`config.mk`:
```
export PLATFORM = sky130hd
export DESIGN_NAME = a2g_ctrl_serializer
export DESIGN_NICKNAME = d
export VERILOG_FILES = /design/src/rtl/a2g_ctrl_serializer.sv
export SDC_FILE = /design/constraint.sdc
export NUM_CORES = 1
export LEC_CHECK = 0
export CAP_MARGIN = 10
export CELL_PAD_IN_SITES_DETAIL_PLACEMENT = 1
export CELL_PAD_IN_SITES_GLOBAL_PLACEMENT = 2
export CORE_MARGIN = 2
export CORE_UTILIZATION = 37
export CTS_CLUSTER_DIAMETER = 150
export DETAILED_ROUTE_END_ITERATION = 16
export PLACE_DENSITY = 0.86
export SETUP_SLACK_MARGIN = 0.2
export SLEW_MARGIN = 5
export SYNTH_ARGS = -nofsm -noshare
export SYNTH_HDL_FRONTEND = slang
export SYNTH_SLANG_ARGS = --single-unit
```
`constraint.sdc`:
```
create_clock -name user_clk -period 3.3 [get_ports user_clk]
set_input_delay 0.33 -clock user_clk [delete_from_list [all_inputs] [get_ports user_clk]]
set_output_delay 0.33 -clock user_clk [all_outputs]
set_load 0.005 [all_outputs]
```
`src/rtl/a2g_ctrl_serializer.sv`:
```
// ---------------------------------------------------------------------------
// a2g_ctrl_serializer
//
// Purpose:
//   Watches the 32-bit software control word. Each time bit 31 toggles, in
//   either direction, the block captures the payload ctrl_in_val[DATA_BITS-1:0]
//   and shifts it MSB-first over a 3-wire bus (spi_clk / spi_data / spi_le)
//   to the a2g gain/attenuator control chain. One further command can wait in
//   a pending slot while a transfer is running. A toggle that arrives while
//   the slot is already full is dropped and sets a sticky overrun flag.
//
// Ports:
//   user_clk     in   1          block clock
//   user_rst     in   1          asynchronous active-high reset
//   ctrl_in_val  in   32         bit31 = launch toggle, [DATA_BITS-1:0] = payload
//   spi_clk      out  1          serial clock, idles low
//   spi_data     out  1          serial data, changes only while spi_clk is low
//   spi_le       out  1          latch-enable pulse that ends each command
//   busy         out  1          high from transfer start through the GAP cycle
//   cmd_count    out  16         completed commands (wraps)
//   overrun      out  1          sticky: a toggle was dropped because pending was full
//   spi_sdo      in   1          (A2G_CTRL_READBACK_EN only) serial return data
//   readback     out  DATA_BITS  (A2G_CTRL_READBACK_EN only) last captured word
//
// Build option:
//   A2G_CTRL_READBACK_EN - when defined, adds spi_sdo/readback. spi_sdo is
//   sampled on the last user_clk cycle of each SHIFT_HI phase.
// ---------------------------------------------------------------------------
module a2g_ctrl_serializer #(
    parameter int DATA_BITS = 24,
    parameter int CLK_DIV   = 4,
    parameter int LE_CYCLES = 2
) (
    input  logic                 user_clk,
    input  logic                 user_rst,
    input  logic [31:0]          ctrl_in_val,
    output logic                 spi_clk,
    output logic                 spi_data,
    output logic                 spi_le,
    output logic                 busy,
    output logic [15:0]          cmd_count,
`ifdef A2G_CTRL_READBACK_EN
    input  logic                 spi_sdo,
    output logic [DATA_BITS-1:0] readback,
`endif
    output logic                 overrun
);

    typedef enum logic [2:0] {
        S_IDLE,
        S_SHIFT_LO,
        S_SHIFT_HI,
        S_LATCH,
        S_GAP
    } state_t;

    localparam int               CNT_W    = 16;
    localparam logic [CNT_W-1:0] DIV_LAST = CNT_W'(CLK_DIV - 1);
    localparam logic [CNT_W-1:0] LE_LAST  = CNT_W'(LE_CYCLES - 1);
    localparam logic [4:0]       BIT_LAST = 5'(DATA_BITS - 1);

    state_t               r_state, w_state_next;
    logic                 r_prev_bit31;
    logic                 r_primed;
    logic [DATA_BITS-1:0] r_shift, w_shift_next;
    logic [4:0]           r_bit_cnt, w_bit_cnt_next;
    logic [CNT_W-1:0]     r_cyc_cnt, w_cyc_cnt_next;
    logic                 r_pend_valid, w_pend_valid_next;
    logic [DATA_BITS-1:0] r_pend_data, w_pend_data_next;
    logic                 r_spi_clk, w_spi_clk_next;
    logic                 r_spi_data, w_spi_data_next;
    logic                 r_spi_le, w_spi_le_next;
    logic                 r_busy, w_busy_next;
    logic [15:0]          r_cmd_count, w_cmd_count_next;
    logic                 r_overrun, w_overrun_next;

    logic                 w_trig;
    logic [DATA_BITS-1:0] w_payload;
    logic [DATA_BITS-1:0] w_shifted;
    logic [DATA_BITS-1:0] w_load_word;
    logic                 w_load;
    logic                 w_div_done;
    logic                 w_unused_ctrl;

    // Bits between the payload and the toggle bit are never used.
    assign w_unused_ctrl = ^(ctrl_in_val >> DATA_BITS);

    // The first cycle after reset only learns the current level of bit 31, so
    // a word that was already set before reset does not launch a command.
    assign w_trig      = r_primed & (ctrl_in_val[31] ^ r_prev_bit31);
    assign w_payload   = ctrl_in_val[DATA_BITS-1:0];
    assign w_shifted   = r_shift << 1;
    assign w_div_done  = (r_cyc_cnt == DIV_LAST);
    assign w_load_word = r_pend_valid ? r_pend_data : w_payload;

    always_comb begin
        w_state_next      = r_state;
        w_shift_next      = r_shift;
        w_bit_cnt_next    = r_bit_cnt;
        w_cyc_cnt_next    = r_cyc_cnt;
        w_pend_valid_next = r_pend_valid;
        w_pend_data_next  = r_pend_data;
        w_spi_clk_next    = r_spi_clk;
        w_spi_data_next   = r_spi_data;
        w_spi_le_next     = r_spi_le;
        w_busy_next       = r_busy;
        w_cmd_count_next  = r_cmd_count;
        w_overrun_next    = r_overrun;
        w_load            = 1'b0;

        case (r_state)
            S_IDLE: begin
                if (r_pend_valid || w_trig) begin
                    w_load = 1'b1;
                end
            end
            S_SHIFT_LO: begin
                if (w_div_done) begin
                    w_state_next   = S_SHIFT_HI;
                    w_spi_clk_next = 1'b1;
                    w_cyc_cnt_next = '0;
                end else begin
                    w_cyc_cnt_next = r_cyc_cnt + CNT_W'(1);
                end
            end
            S_SHIFT_HI: begin
                if (w_div_done) begin
                    w_spi_clk_next = 1'b0;
                    w_cyc_cnt_next = '0;
                    if (r_bit_cnt == 5'd0) begin
                        w_state_next    = S_LATCH;
                        w_spi_le_next   = 1'b1;
                        w_spi_data_next = 1'b0;
                    end else begin
                        // The next bit goes out on the same edge that drops
                        // spi_clk, so the data only moves while the clock is low.
                        w_state_next    = S_SHIFT_LO;
                        w_shift_next    = w_shifted;
                        w_spi_data_next = w_shifted[DATA_BITS-1];
                        w_bit_cnt_next  = r_bit_cnt - 5'd1;
                    end
                end else begin
                    w_cyc_cnt_next = r_cyc_cnt + CNT_W'(1);
                end
            end
            S_LATCH: begin
                if (r_cyc_cnt == LE_LAST) begin
                    w_state_next   = S_GAP;
                    w_spi_le_next  = 1'b0;
                    w_cyc_cnt_next = '0;
                end else begin
                    w_cyc_cnt_next = r_cyc_cnt + CNT_W'(1);
                end
            end
            S_GAP: begin
                w_cmd_count_next = r_cmd_count + 16'd1;
                if (r_pend_valid) begin
                    // Start the queued command straight away so busy never
                    // drops between the two transfers.
                    w_load = 1'b1;
                end else begin
                    w_state_next = S_IDLE;
                    w_busy_next  = 1'b0;
                end
            end
            default: begin
                w_state_next = S_IDLE;
            end
        endcase

        if (w_load) begin
            w_state_next    = S_SHIFT_LO;
            w_shift_next    = w_load_word;
            w_spi_data_next = w_load_word[DATA_BITS-1];
            w_bit_cnt_next  = BIT_LAST;
            w_cyc_cnt_next  = '0;
            w_busy_next     = 1'b1;
            w_spi_clk_next  = 1'b0;
            w_spi_le_next   = 1'b0;
            if (r_pend_valid) begin
                w_pend_valid_next = 1'b0;
            end
        end

        if (w_trig) begin
            if ((r_state == S_IDLE) && !r_pend_valid) begin
                // An idle launch is loaded directly by w_load above.
            end else if (!r_pend_valid || w_load) begin
                // The slot is empty, or is emptied this cycle by w_load.
                // Either way the new word takes the slot.
                w_pend_data_next  = w_payload;
                w_pend_valid_next = 1'b1;
            end else begin
                w_overrun_next = 1'b1;
            end
        end
    end

    always_ff @(posedge user_clk or posedge user_rst) begin
        if (user_rst) begin
            r_state      <= S_IDLE;
            r_prev_bit31 <= 1'b0;
            r_primed     <= 1'b0;
            r_shift      <= '0;
            r_bit_cnt    <= '0;
            r_cyc_cnt    <= '0;
            r_pend_valid <= 1'b0;
            r_pend_data  <= '0;
            r_spi_clk    <= 1'b0;
            r_spi_data   <= 1'b0;
            r_spi_le     <= 1'b0;
            r_busy       <= 1'b0;
            r_cmd_count  <= '0;
            r_overrun    <= 1'b0;
        end else begin
            r_state      <= w_state_next;
            r_prev_bit31 <= ctrl_in_val[31];
            r_primed     <= 1'b1;
            r_shift      <= w_shift_next;
            r_bit_cnt    <= w_bit_cnt_next;
            r_cyc_cnt    <= w_cyc_cnt_next;
            r_pend_valid <= w_pend_valid_next;
            r_pend_data  <= w_pend_data_next;
            r_spi_clk    <= w_spi_clk_next;
            r_spi_data   <= w_spi_data_next;
            r_spi_le     <= w_spi_le_next;
            r_busy       <= w_busy_next;
            r_cmd_count  <= w_cmd_count_next;
            r_overrun    <= w_overrun_next;
        end
    end

`ifdef A2G_CTRL_READBACK_EN
    logic [DATA_BITS-1:0] r_rx;
    logic [DATA_BITS-1:0] r_readback;

    // spi_sdo is sampled at the end of each high phase, just before spi_clk
    // falls. The word is published when LATCH ends, so it is visible during GAP.
    always_ff @(posedge user_clk or posedge user_rst) begin
        if (user_rst) begin
            r_rx       <= '0;
            r_readback <= '0;
        end else begin
            if ((r_state == S_SHIFT_HI) && w_div_done) begin
                r_rx <= (r_rx << 1) | DATA_BITS'(spi_sdo);
            end
            if ((r_state == S_LATCH) && (r_cyc_cnt == LE_LAST)) begin
                r_readback <= r_rx;
            end
        end
    end

    assign readback = r_readback;
`endif

    assign spi_clk   = r_spi_clk;
    assign spi_data  = r_spi_data;
    assign spi_le    = r_spi_le;
    assign busy      = r_busy;
    assign cmd_count = r_cmd_count;
    assign overrun   = r_overrun;

endmodule

```
* Word-level counts from Yosys, hierarchy flattened
Cells that the tools add are included.
Storage, ports and cells: flip-flop bits (word level) 95, input port bits 34, output and inout port bits 21, logic and storage cells 99
Operators by class: add/subtract/negate cells 3, eq/ne operators 14, multiplexer cells 43, bitwise gates (word level) 4, reduce and logical (&&, ||, !) cells 21
Operator list (number):
- $mux W23 | 4
- $mux W16 | 3
- $add A16 B1 Y16 const B | 2
- $pmux W16 S2 | 1
- $mux W24 | 1
- $mux W1 | 20
- $mux W5 | 4
- $eq A16 B1 Y1 const B | 1
- $eq A16 B2 Y1 const B | 1
- $mux W3 | 5
- $ne A3 B3 Y1 const B | 5
- $pmux W3 S5 | 1
- $reduce_and A3 Y1 | 4
- $reduce_bool A3 Y1 | 3
- $eq A3 B2 Y1 const B | 2
- $pmux W1 S2 | 3
- $reduce_bool A2 Y1 | 3
- $logic_not A5 Y1 | 1
- $reduce_and A5 Y1 | 1
- $sub A5 B1 Y5 const B | 1
- $ne A2 B2 Y1 const B | 2
- $reduce_and A2 Y1 | 2
- $reduce_and A4 Y1 | 1
- $eq A3 B1 Y1 const B | 1
- other kinds (11) | 13

* Longest topological paths before layout
word-level depth 9, gate-level depth with buffers 8, gate-level depth less buffers 6

* Worst setup path before layout
OpenSTA, ideal clock, no wires.
path kind register to register, from reg r_cyc_cnt[0], to reg r_shift[6], setup time 0.142 ns, arrival 1.794 ns, path slack 1.363 ns, cell stages (with the launch flop) 8, clock period less this slack 1.937 ns, cell sequence dfrtp_1 > ha_1 > clkbuf_1 > nor3b_1 > nand4_1 > nor2_2 > buf_2 > o221ai_1
On the way: cells in the longest elaborated chain, start to end 3
RTL lines:
- start: declaration | RTL line 67 | logic [CNT_W-1:0] r_cyc_cnt, w_cyc_cnt_next;
- start signal: assignment | RTL line 221 | r_cyc_cnt <= w_cyc_cnt_next;
- $eq A16 B2 Y1 | RTL line 93 | assign w_div_done = (r_cyc_cnt == DIV_LAST);
- $reduce_bool A2 Y1 (no line)
- $reduce_and A3 Y1 (no line)
- end signal: assignment | RTL line 219 | r_shift <= w_shift_next;
- end: declaration | RTL line 65 | logic [DATA_BITS-1:0] r_shift, w_shift_next;
No other way between the ends. A chain may end at the register's enable or synchronous reset.

* Final worst setup path
from reg r_state[1], to reg r_spi_data, in the netlist spi_data
On the way: cells in the longest elaborated chain, start to end 4
RTL lines:
- start: declaration | RTL line 62 | state_t r_state, w_state_next;
- start signal: assignment | RTL line 216 | r_state <= w_state_next;
- $eq A3 B3 Y1 or $logic_not A3 Y1 (tied branches) | RTL line 111 | case (r_state)
- $pmux W1 S2 | RTL line 111
- $reduce_bool A2 Y1 (no line)
- $reduce_and A2 Y1 (no line)
- end signal: assignment | RTL line 225 | r_spi_data <= w_spi_data_next;
- end: declaration | RTL line 71 | logic r_spi_data, w_spi_data_next;
Several ways; a longest one is shown, not always the timed one.

==> metrics.txt <==
# TYPE chip_impl_metric gauge
chip_impl_metric{name="post_synth_inst_count",unit=""} 439
chip_impl_metric{name="clkTransAtPathRegs",unit="ns"} 0.07
chip_impl_metric{name="grt_max_degree",unit=""} 67
chip_impl_metric{name="synth_seq_cells",unit=""} 95
chip_impl_metric{name="track_usage",unit=""} 0.174
chip_impl_metric{name="floorplan.die_area",unit="µm²"} 13700
chip_impl_info{name="crit_path_start",value="r_state[1]$_DFFE_PP0P_"} 1
chip_impl_metric{name="post_cts.repair.setup_buffers",unit=""} 0
chip_impl_metric{name="drcViolationCount",unit=""} 0
chip_impl_metric{name="placeableCoreArea",unit="µm²"} 12600
chip_impl_metric{name="first_global_vias",unit=""} 3717
chip_impl_metric{name="final.min_clock_period",unit="ns"} 2.70
chip_impl_metric{name="finalWeightedCongestion",unit=""} 0.754
chip_impl_info{name="layout_commonest_cell",value="dfrtp_1"} 1
chip_impl_info{name="crit_end",value="spi_data$_DFFE_PP0P_"} 1
chip_impl_metric{name="powerDensity",unit="nW/µm²"} 453
chip_impl_metric{name="achievable-frequency",unit="GHz"} 0.371
chip_impl_metric{name="ctsLongestPathBuffers",unit=""} 2
chip_impl_metric{name="placed_cell_area",unit="µm²"} 5360
chip_impl_metric{name="syn-cell-area",unit="µm²"} 4740
chip_impl_metric{name="grt_first_pass_wirelength",unit="µm"} 18700
chip_impl_metric{name="rr_worst_depth",unit=""} 4
chip_impl_metric{name="drive_above_1_share",unit=""} 0.122
chip_impl_info{name="netlist_top_cells_area",value="dfrtp_1 (50%), mux2_2 (6.2%), mux2i_1 (5.3%), o221ai_1 (4.1%), nand4_1 (3.3%)"} 1
chip_impl_metric{name="num_rows",unit=""} 41
chip_impl_metric{name="drt_pre_antenna_iters",unit=""} 4
chip_impl_metric{name="cp_num_cells",unit=""} 4
chip_impl_metric{name="post_synth_num_cell_types",unit=""} 53
chip_impl_metric{name="chip_height",unit="µm"} 117
chip_impl_metric{name="synth.avg_cell_area",unit="µm²"} 10.8
chip_impl_metric{name="finish.net_count",unit=""} 511
chip_impl_metric{name="critical_path.n_buffers_inverters",unit=""} 0
chip_impl_metric{name="postSynth.asyncResetShare",unit=""} 1.00
chip_impl_metric{name="crit_path_max_incr_delay",unit="ns"} 0.73
chip_impl_info{name="rsz0062_at_grt",value="false"} 1
chip_impl_metric{name="setup_viol",unit=""} 0
chip_impl_metric{name="seq_area_frac_synth",unit=""} 0.502
chip_impl_info{name="timing.critical_path.cells",value="or3b_1 > nor2_1 > nand2_1 > o211ai_1"} 1
chip_impl_metric{name="timing_max_transition_violations_final",unit=""} 0
chip_impl_metric{name="drt.antenna.violating_nets",unit=""} 0
chip_impl_metric{name="antenna_found_initial",unit=""} 0
chip_impl_info{name="run_status",value="finished clean"} 1
chip_impl_metric{name="required",unit="ns"} 3.56
chip_impl_info{name="cp_capture_type",value="flop"} 1
chip_impl_metric{name="vias",unit=""} 3595
chip_impl_metric{name="chipWidth",unit="µm"} 117
chip_impl_metric{name="final.setup_skew",unit="ns"} 0.00480
chip_impl_metric{name="ff2ff_setup_slack",unit="ns"} 0.60
chip_impl_metric{name="wl",unit="µm"} 10900
chip_impl_metric{name="grt.overflow.total",unit=""} 0
chip_impl_info{name="worst_r2r_endpoint",value="spi_data$_DFFE_PP0P_"} 1
chip_impl_metric{name="postLayoutCoreUtil",unit=""} 0.450
chip_impl_metric{name="final.setup.tns",unit="ns"} 0
chip_impl_metric{name="cts-htree-levels",unit=""} 3
chip_impl_metric{name="flow.area_growth_from_synthesis",unit="%"} 19.4
chip_impl_metric{name="yosysWarningCount",unit=""} 0
chip_impl_metric{name="max_cap_viol_count",unit=""} 0
chip_impl_info{name="critPathSlowestCell",value="nor2_1"} 1
chip_impl_info{name="timing.critical_path.max_delay_family",value="simple AND/OR/NAND/NOR gates"} 1
chip_impl_info{name="cts_tree",value="built"} 1
chip_impl_metric{name="holdBufCountCts",unit=""} 0
chip_impl_info{name="hold_path_class",value="in2async"} 1
chip_impl_info{name="critical_path.reg2reg.startpoint",value="r_state[1]$_DFFE_PP0P_"} 1
chip_impl_metric{name="slew_headroom",unit=""} 0.252
chip_impl_metric{name="filler_cell_count",unit=""} 1371
chip_impl_metric{name="port-buffer-count",unit=""} 47
chip_impl_info{name="cts_root_buffer",value="clkbuf_16"} 1
chip_impl_metric{name="detail_route.vias_per_cell",unit=""} 5.55
chip_impl_metric{name="synth_edf_count",unit=""} 0
chip_impl_info{name="layout.cells.most_common_list",value="dfrtp_1 (95), clkdlybuf4s50_1 (47), nand2_1 (35)"} 1
chip_impl_info{name="yosys.area.top_type",value="dfrtp_1"} 1
chip_impl_metric{name="finalHoldViolations",unit=""} 0
chip_impl_metric{name="synth_fp_nets",unit=""} 478
chip_impl_metric{name="clock_sinks",unit=""} 95
chip_impl_metric{name="vdd_drop_max",unit="mV"} 0.241
chip_impl_info{name="start_kind",value="flop"} 1
chip_impl_metric{name="critPathArrivalTime",unit="ns"} 2.95
chip_impl_metric{name="post_cts_resize_count",unit=""} 0
chip_impl_metric{name="ioPinCount",unit=""} 55
chip_impl_metric{name="post-route-cell-area",unit="µm²"} 5660
chip_impl_info{name="critical_path_class",value="reg2reg"} 1
chip_impl_metric{name="leakage_power",unit="nW"} 2.45
chip_impl_metric{name="worst-slew-pin-transition",unit="ns"} 1.12
chip_impl_metric{name="wl_per_cell",unit="µm"} 16.8
chip_impl_metric{name="drt_first_iter_violations",unit=""} 223
chip_impl_metric{name="critical_path.max_fanout",unit=""} 17
chip_impl_metric{name="initial_cell_density_of_the_core",unit=""} 0.377
chip_impl_metric{name="post-synth-top-area-fraction",unit=""} 0.502
chip_impl_info{name="ys_dominant_reg_cell",value="dfrtp_1"} 1
chip_impl_metric{name="insertedDiodeCount",unit=""} 0
chip_impl_metric{name="cts_inserted_buffers",unit=""} 9
chip_impl_metric{name="worst_skew_pair.late_latency",unit="ns"} 0.35
chip_impl_metric{name="place.detailed.hpwl",unit="µm"} 7230
chip_impl_metric{name="period_share",unit=""} 0.817
## worst min path at each step
stage	startpoint	end	slack, ns	depth (start not counted)
after floorplan	ctrl_in_val[31]	r_prev_bit31$_DFF_PP0_	0.36	0
after global placement	cmd_count[15]$_DFFE_PP0N_	cmd_count[15]$_DFFE_PP0N_	0.46	1
after detailed placement	overrun$_DFFE_PP0P_	overrun$_DFFE_PP0P_	0.48	1
after CTS	user_rst	r_pend_data[19]$_DFFE_PP0P_	0.49	2
after global routing	cmd_count[15]$_DFFE_PP0N_	cmd_count[15]$_DFFE_PP0N_	0.50	1
final	user_rst	r_pend_data[0]$_DFFE_PP0P_	0.46	2
## synthesized netlist by cell type (all sizes together), types with 10 or more instances
library cell and number:
a21oi 19, or4 10, clkbuf 21, mux2 26, nand2 35, xnor2 12, nor2 10, o221ai 22
buf 12, dfrtp 95, o31ai 11, mux2i 25, nand3 12, o21ai 16, nand4 25
## power breakdown
part	switching [W]	leakage, nW	total [W]	internal (W)
Sequential	0.0000419	1.21	0.00129	0.00125
Combinational	0.0000872	1.10	0.000206	0.000118
Clock	0.000461	0.149	0.00107	0.000606
## logic make-up (layout without fill, tap and decap cells)
kind of cell,after synthesis,after routing,share of synthesized area
AO/OA/AOI/OAI,92,92,0.136
AND/OR/NAND/NOR,138,138,0.165
buffers and inverters,40,77,0.0370
multiplexers,51,51,0.115
flip-flops,95,95,0.502
XOR/XNOR,17,17,0.0314
other,1,1,0.000791
adder cells (fa/ha/maj),5,5,0.0132
## worst register-to-register path: stages (launching register included)
cell and delay, ns:
dfrtp_1 0.67, or3b_1 0.45, nor2_1 0.73, nand2_1 0.44, o211ai_1 0.31
## state kept, by name, indices dropped and copies added (netlist names)
signal and count:
r_shift 23, r_cyc_cnt 16, spi_clk 1, r_bit_cnt 5, r_state 3, spi_le 1
overrun 1, spi_data 1, r_pend_data 24, r_pend_valid 1, r_prev_bit31 1, cmd_count 16
busy 1, r_primed 1
## routing by layer
layer  vias to the layer above  part of all wire  GRT usage
met5                         -                 0          0
met4                         0             0.016     0.0620
met3                        11             0.024     0.0294
met2                        48              0.50      0.295
met1                      1811              0.46      0.224
li1                       1725                 -          -
## stage by stage
step / total power, W / instances / setup slack, ns / hold WS [ns]
6_report: 0.00256 / 648 / 0.603 / 0.460
5_1_grt: 0.00268 / 648 / 0.353 / 0.496
3_5_place_dp: 0.00153 / 633 / 0.636 / 0.479
4_1_cts: 0.00260 / 648 / 0.599 / 0.492
3_3_place_gp: 0.00151 / 633 / 0.770 / 0.462
2_1_floorplan: 0.00144 / 439 / 0.493 / 0.361
## final cells by class
| type | instances | area, µm² | share of cell area |
|---|---|---|---|
| sequential | 95 | 2380 | 0.420 |
| multi-input combinational | 304 | 2190 | 0.386 |
| inverter | 7 | 27.5 | 0.00486 |
| timing repair buffer | 55 | 556 | 0.0982 |
| clock buffer | 10 | 239 | 0.0422 |
| clock inverter | 5 | 57.6 | 0.0102 |
| tap | 172 | 215 | 0.0380 |
Power figures use the tool's default switching activity.
